`src/rtl/pipeline_input_feeder.sv`:
```
// Stall-aware input buffer feeding one pipeline input port: a DEPTH-entry FIFO plus a registered output stage.
// Optional statistics counters (stall_cycles, flushed_words) are enabled by defining FEEDER_STATS_EN.
module pipeline_input_feeder #(
    parameter int DATA_W = 32,
    parameter int DEPTH  = 4
) (
    input  logic                     clk,
    input  logic                     reset,
    input  logic [DATA_W-1:0]        up_data,
    input  logic                     up_valid,
    output logic                     up_ready,
    input  logic                     flush,
    input  logic                     stall,
    output logic [DATA_W-1:0]        out_data,
    output logic                     out_valid,
    output logic [$clog2(DEPTH):0]   level
`ifdef FEEDER_STATS_EN
    ,
    output logic [15:0]              stall_cycles,
    output logic [15:0]              flushed_words
`endif
);

    localparam int PTR_W = $clog2(DEPTH);
    localparam int LVL_W = PTR_W + 1;
    localparam logic [LVL_W-1:0] FULL_LVL = LVL_W'(DEPTH);

    logic [DATA_W-1:0] r_mem [DEPTH];
    logic [PTR_W-1:0]  r_wr_ptr;
    logic [PTR_W-1:0]  r_rd_ptr;
    logic [LVL_W-1:0]  r_level;
    logic [DATA_W-1:0] r_out_data;
    logic              r_out_valid;

    logic w_up_ready;
    logic w_push;
    logic w_load;
    logic w_pop;
    logic w_bypass;
    logic w_wr_en;

    // Ready depends only on state and flush so the producer never sees a valid->ready loop.
    assign w_up_ready = reset && !flush && (r_level < FULL_LVL);

    // Decide what the output stage takes this edge: FIFO head first, then bypass, else go idle.
    always_comb begin
        w_push   = up_valid && w_up_ready;
        w_load   = !r_out_valid || !stall;
        w_pop    = 1'b0;
        w_bypass = 1'b0;
        if (w_load) begin
            if (r_level != {LVL_W{1'b0}}) begin
                w_pop = 1'b1;
            end else if (w_push) begin
                w_bypass = 1'b1;
            end else begin
                w_pop    = 1'b0;
                w_bypass = 1'b0;
            end
        end else begin
            w_pop    = 1'b0;
            w_bypass = 1'b0;
        end
        w_wr_en = w_push && !w_bypass;
    end

    // FIFO storage; contents are don't-care once pointers and level are cleared.
    always_ff @(posedge clk) begin
        if (w_wr_en) begin
            r_mem[r_wr_ptr] <= up_data;
        end
    end

    // Pointers and occupancy; power-of-two depth lets the pointers wrap naturally.
    always_ff @(posedge clk or negedge reset) begin
        if (!reset) begin
            r_wr_ptr <= {PTR_W{1'b0}};
            r_rd_ptr <= {PTR_W{1'b0}};
            r_level  <= {LVL_W{1'b0}};
        end else if (flush) begin
            r_wr_ptr <= {PTR_W{1'b0}};
            r_rd_ptr <= {PTR_W{1'b0}};
            r_level  <= {LVL_W{1'b0}};
        end else begin
            if (w_wr_en) begin
                r_wr_ptr <= r_wr_ptr + PTR_W'(1);
            end
            if (w_pop) begin
                r_rd_ptr <= r_rd_ptr + PTR_W'(1);
            end
            case ({w_wr_en, w_pop})
                2'b10:   r_level <= r_level + LVL_W'(1);
                2'b01:   r_level <= r_level - LVL_W'(1);
                default: r_level <= r_level;
            endcase
        end
    end

    // Output register: holds while stalled, flush discards the presented word.
    always_ff @(posedge clk or negedge reset) begin
        if (!reset) begin
            r_out_data  <= {DATA_W{1'b0}};
            r_out_valid <= 1'b0;
        end else if (flush) begin
            r_out_valid <= 1'b0;
        end else if (w_load) begin
            if (w_pop) begin
                r_out_data  <= r_mem[r_rd_ptr];
                r_out_valid <= 1'b1;
            end else if (w_bypass) begin
                r_out_data  <= up_data;
                r_out_valid <= 1'b1;
            end else begin
                r_out_valid <= 1'b0;
            end
        end
    end

    assign up_ready  = w_up_ready;
    assign out_data  = r_out_data;
    assign out_valid = r_out_valid;
    assign level     = r_level;

`ifdef FEEDER_STATS_EN
    logic [15:0] r_stall_cycles;
    logic [15:0] r_flushed_words;
    logic [16:0] w_flush_sum;

    function automatic logic [15:0] sat16(input logic [16:0] value);
        if (value[16]) begin
            return 16'hFFFF;
        end else begin
            return value[15:0];
        end
    endfunction

    assign w_flush_sum = {1'b0, r_flushed_words} + 17'(r_level) + 17'(r_out_valid);

    // Statistics survive flush; only reset clears them.
    always_ff @(posedge clk or negedge reset) begin
        if (!reset) begin
            r_stall_cycles  <= 16'h0000;
            r_flushed_words <= 16'h0000;
        end else begin
            if (r_out_valid && stall) begin
                r_stall_cycles <= sat16({1'b0, r_stall_cycles} + 17'h00001);
            end
            if (flush) begin
                r_flushed_words <= sat16(w_flush_sum);
            end
        end
    end

    assign stall_cycles  = r_stall_cycles;
    assign flushed_words = r_flushed_words;
`endif

endmodule

```
`config.mk`:
```
export PLATFORM = sky130hd
export DESIGN_NAME = pipeline_input_feeder
export DESIGN_NICKNAME = d
export VERILOG_FILES = /design/src/rtl/pipeline_input_feeder.sv
export SDC_FILE = /design/constraint.sdc
export NUM_CORES = 1
export LEC_CHECK = 0
export ABC_AREA = 1
export CAP_MARGIN = 20
export CORE_MARGIN = 1.5
export CORE_UTILIZATION = 50
export DETAILED_ROUTE_END_ITERATION = 12
export HOLD_SLACK_MARGIN = 0.02
export PLACE_DENSITY = 0.82
export SLEW_MARGIN = 10
export SYNTH_ARGS = -nofsm -noshare
export SYNTH_HDL_FRONTEND = slang
export SYNTH_SLANG_ARGS = --single-unit
```
`constraint.sdc`:
```
create_clock -name clk -period 4.6 [get_ports clk]
set_input_delay 0.46 -clock clk [delete_from_list [all_inputs] [get_ports clk]]
set_output_delay 0.46 -clock clk [all_outputs]
set_load 0.02 [all_outputs]
```
==> flow_summary.html <==
<table>
<tr><th>Metric</th><th>Value</th></tr>
<tr><th colspan="2">Status</th></tr>
<tr><td>Outcome</td><td>finished clean</td></tr>
<tr><th colspan="2">Clock tree</th></tr>
<tr><td>H-tree depth</td><td>4</td></tr>
<tr><td>CTS Buffer Depth</td><td>2</td></tr>
<tr><td>Clock latency on the worst-skew pair</td><td>0.42 ns</td></tr>
<tr><td>CTS sink count</td><td>168</td></tr>
<tr><td>Cell chosen for the clock root</td><td>clkbuf_16</td></tr>
<tr><td>Resized Gates After CTS</td><td>0</td></tr>
<tr><td>CTS Buf Count</td><td>17</td></tr>
<tr><td>Setup Fix Bufs, Post-CTS</td><td>0</td></tr>
<tr><td>TritonCTS clock tree</td><td>built</td></tr>
<tr><td>Clock transition at the registers of the reported paths</td><td>0.06 ns</td></tr>
<tr><td>CTS Hold Buffers Added</td><td>0</td></tr>
<tr><th colspan="2">Drt</th></tr>
<tr><td>Remaining number of nets flagged by the antenna check after routing</td><td>0</td></tr>
<tr><td>DR WL met2</td><td>7900 um</td></tr>
<tr><td>Top routing layer in use</td><td>met4</td></tr>
<tr><td>1st-iter DRT viols</td><td>470</td></tr>
<tr><td>Via count</td><td>4795</td></tr>
<tr><td>Routed length on met1</td><td>6340 um</td></tr>
<tr><td>Wire per inst</td><td>17.7 um</td></tr>
<tr><td>Post-DR vias/cell</td><td>5.49</td></tr>
<tr><td>Wirelength, routed</td><td>15500 um</td></tr>
<tr><td>Number of remaining DRC errors</td><td>0</td></tr>
<tr><td>Met3 layer wire length in the routed design</td><td>926 um</td></tr>
<tr><td>Number of iterations in the first detailed-routing pass</td><td>5</td></tr>
<tr><th colspan="2">Logic synthesis</th></tr>
<tr><td>Post-synth EDFFs</td><td>128</td></tr>
<tr><td>Synthesized cell area</td><td>0.00697 mm2</td></tr>
<tr><td>Main synth FF type</td><td>edfxtp_1</td></tr>
<tr><td>Total nets after synthesis</td><td>661</td></tr>
<tr><td>Fraction of the yosys area taken by sequential cells</td><td>0.695</td></tr>
<tr><td>Synth async-reset ratio</td><td>0.238</td></tr>
<tr><td>Post-synthesis register bit count</td><td>168</td></tr>
<tr><td>Cells after synthesis</td><td>619</td></tr>
<tr><td>Number of warnings issued by yosys</td><td>0</td></tr>
<tr><td>Post-Syn Area per Cell</td><td>11.3 um2</td></tr>
<tr><td>Distinct cells, synth</td><td>26</td></tr>
<tr><th colspan="2">Global route</th></tr>
<tr><td>Vias in the first global route</td><td>4862</td></tr>
<tr><td>GRT Resource Usage Total</td><td>0.224</td></tr>
<tr><td>Initial antenna violation count</td><td>0</td></tr>
<tr><td>Maximum number of pins on one net before global-route repair</td><td>68</td></tr>
<tr><td>Total grt overflow</td><td>0</td></tr>
<tr><td>First-pass GRT wire length</td><td>24500 um</td></tr>
<tr><th colspan="2">Timing</th></tr>
<tr><td>Max_slew headroom</td><td>0.266</td></tr>
<tr><td>Post-route minimum period</td><td>2.79 ns</td></tr>
<tr><td>Final hold viol count</td><td>0</td></tr>
<tr><td>Setup TNS Final</td><td>0 ns</td></tr>
<tr><td>Setup skew after layout</td><td>0.00812 ns</td></tr>
<tr><td>Slew at the pin with the worst max-slew slack</td><td>1.10 ns</td></tr>
<tr><td>Ratio of final minimum period to clock period</td><td>0.607</td></tr>
<tr><td>Number of setup violations in the final report</td><td>0</td></tr>
<tr><td>Unrepaired setup endpoints after global routing</td><td>no</td></tr>
<tr><td>Count of final max-slew check failures</td><td>0</td></tr>
<tr><td>Upper clock frequency limit</td><td>358 MHz</td></tr>
<tr><th colspan="2">Worst setup path</th></tr>
<tr><td>Critical path fanouts, max</td><td>34</td></tr>
<tr><td>Data required time at the worst endpoint</td><td>4.64 ns</td></tr>
<tr><td>Reg2Reg Depth</td><td>6</td></tr>
<tr><td>Startpoint types</td><td>flop</td></tr>
<tr><td>Setup CP Type</td><td>reg2reg</td></tr>
<tr><td>Worst setup EP type</td><td>flop</td></tr>
<tr><td>Critical path data arrival time</td><td>2.83 ns</td></tr>
<tr><th colspan="2">Floorplanning</th></tr>
<tr><td>Initial Utilization</td><td>0.520</td></tr>
<tr><td>IO Pins</td><td>74</td></tr>
<tr><td>Die area</td><td>0.0147 mm2</td></tr>
<tr><td>Chip Width</td><td>121 um</td></tr>
<tr><td>Number of standard-cell rows in the floorplan</td><td>42</td></tr>
<tr><td>Vert. Die Dim</td><td>121 um</td></tr>
<tr><td>Core region area</td><td>0.0134 mm2</td></tr>
<tr><th colspan="2">Power</th></tr>
<tr><td>Leakage power figure</td><td>3.22 nW</td></tr>
<tr><td>PD cells</td><td>553 mW/mm2</td></tr>
<tr><td>Power Total</td><td>4.71 mW</td></tr>
<tr><td>Worst voltage drop across the vdd grid</td><td>0.317 mV</td></tr>
<tr><th colspan="2">Cells and area</th></tr>
<tr><td>Area of all placed cells without fillers</td><td>0.00851 mm2</td></tr>
<tr><td>Fraction of layout cells with a size suffix above 1</td><td>0.123</td></tr>
<tr><td>Final #Nets</td><td>727</td></tr>
<tr><td>Most common cell after layout, fill and taps aside</td><td>nor2_1</td></tr>
<tr><td>Diodes inserted</td><td>0</td></tr>
<tr><td>Most frequent cells in the layout</td><td>nor2_1, edfxtp_1, nand2_1, clkdlybuf4s50_1, nand3_1</td></tr>
<tr><td>Area grow syn2layout</td><td>22.1%</td></tr>
<tr><th colspan="2">Job</th></tr>
<tr><td>Number of violations of the max-capacitance limit</td><td>0</td></tr>
<tr><th colspan="2">Placement</th></tr>
<tr><td>Port Buffers</td><td>73</td></tr>
<tr><td>Placed wire-length estimate</td><td>8580 um</td></tr>
<tr><td>Global placement routability congestion</td><td>0.779</td></tr>
<tr><td>Area after detailed placement</td><td>0.00783 mm2</td></tr>
<tr><th colspan="2">Hold path</th></tr>
<tr><td>Class of the most critical hold timing path</td><td>in2async</td></tr>
</table>
synth_stat cells (2+ instances only):
library cell	count	area share
a21oi_1	3	0.0022
a21oi_4	2	0.0047
buf_1	2	0.0011
buf_2	14	0.010
buf_6	6	0.0097
clkbuf_1	11	0.0059
dfrtp_1	40	0.14
edfxtp_1	128	0.55
ha_1	4	0.0072
inv_1	12	0.0065
inv_2	3	0.0016
nand2_1	82	0.044
nand3_1	67	0.048
nand4_1	3	0.0027
nor2_1	135	0.073
o21ai_0	65	0.047
o21ai_1	2	0.0014
or2_2	32	0.029
area by class of cell:
class	count	area [um2]
clock buffers	20	457
inverters	16	62.6
repair buffers	80	818
clock inverters	12	198
flip-flops and latches	168	4850
fillers	945	4890
well taps	176	220
multi-input cells	402	1910
layer usage:
layer	vias up	track usage
met2	202	0.381
met4	0	0.0860
met5	-	0
li1	2246	-
met3	31	0.0526
met1	2316	0.278
worst max-delay path, stage by stage (launching register included):
cell and delay [ns]:
dfrtp_1 0.42, inv_1 0.15, nand2_4 0.33, inv_2 0.10, a21oi_1 0.26, inv_1 0.24
nor2_4 0.88
flip-flops by register name (all words and copies together), names as in the netlist:
name,cells
r_mem,128
out_data,32
r_wr_ptr,2
r_rd_ptr,2
out_valid,1
level,3
cells by family after synthesis:
kind of cell | after synthesis | synth area share
DFF | 168 | 0.695
buffers and inverters | 49 | 0.0357
adders and majority gates | 5 | 0.0100
and+or+nand+nor | 324 | 0.203
AOI/OAI and AO/OA | 72 | 0.0549
xor gates and xnor gates | 1 | 0.00126
stage by stage:
stage | utilization | hold slack [ns] | setup WS, ns | cells
2_1_floorplan | - | 0.164 | 1.65 | 619
3_3_place_gp | 0.582 | 0.465 | 1.59 | 840
3_5_place_dp | 0.584 | 0.465 | 1.47 | 841
4_1_cts | 0.633 | 0.173 | 1.82 | 873
5_1_grt | 0.635 | 0.191 | 1.65 | 874
6_report | 0.635 | 0.169 | 1.81 | 874
final timing paths:
check / from / endpoint / slack (ns)
worst max-delay path: level[0] / r_mem[3][14] / 1.81
worst min-delay path: reset / out_data[6] / 0.17
worst max register to register: level[0] / r_mem[3][14] / 1.81
worst min register to register: out_data[27] / out_data[27] / 0.48
max in group asynchronous: reset / r_rd_ptr[0] / 4.00
min in group clk: out_data[27] / out_data[27] / 0.48
power by group:
group          switching (mW)  total (mW)  internal [mW]
clock network           0.567        1.56          0.991
logic                   0.764        1.27          0.501
registers              0.0846        1.88           1.80
total                    1.42        4.71           3.29
(Power assumes the default switching activity.)
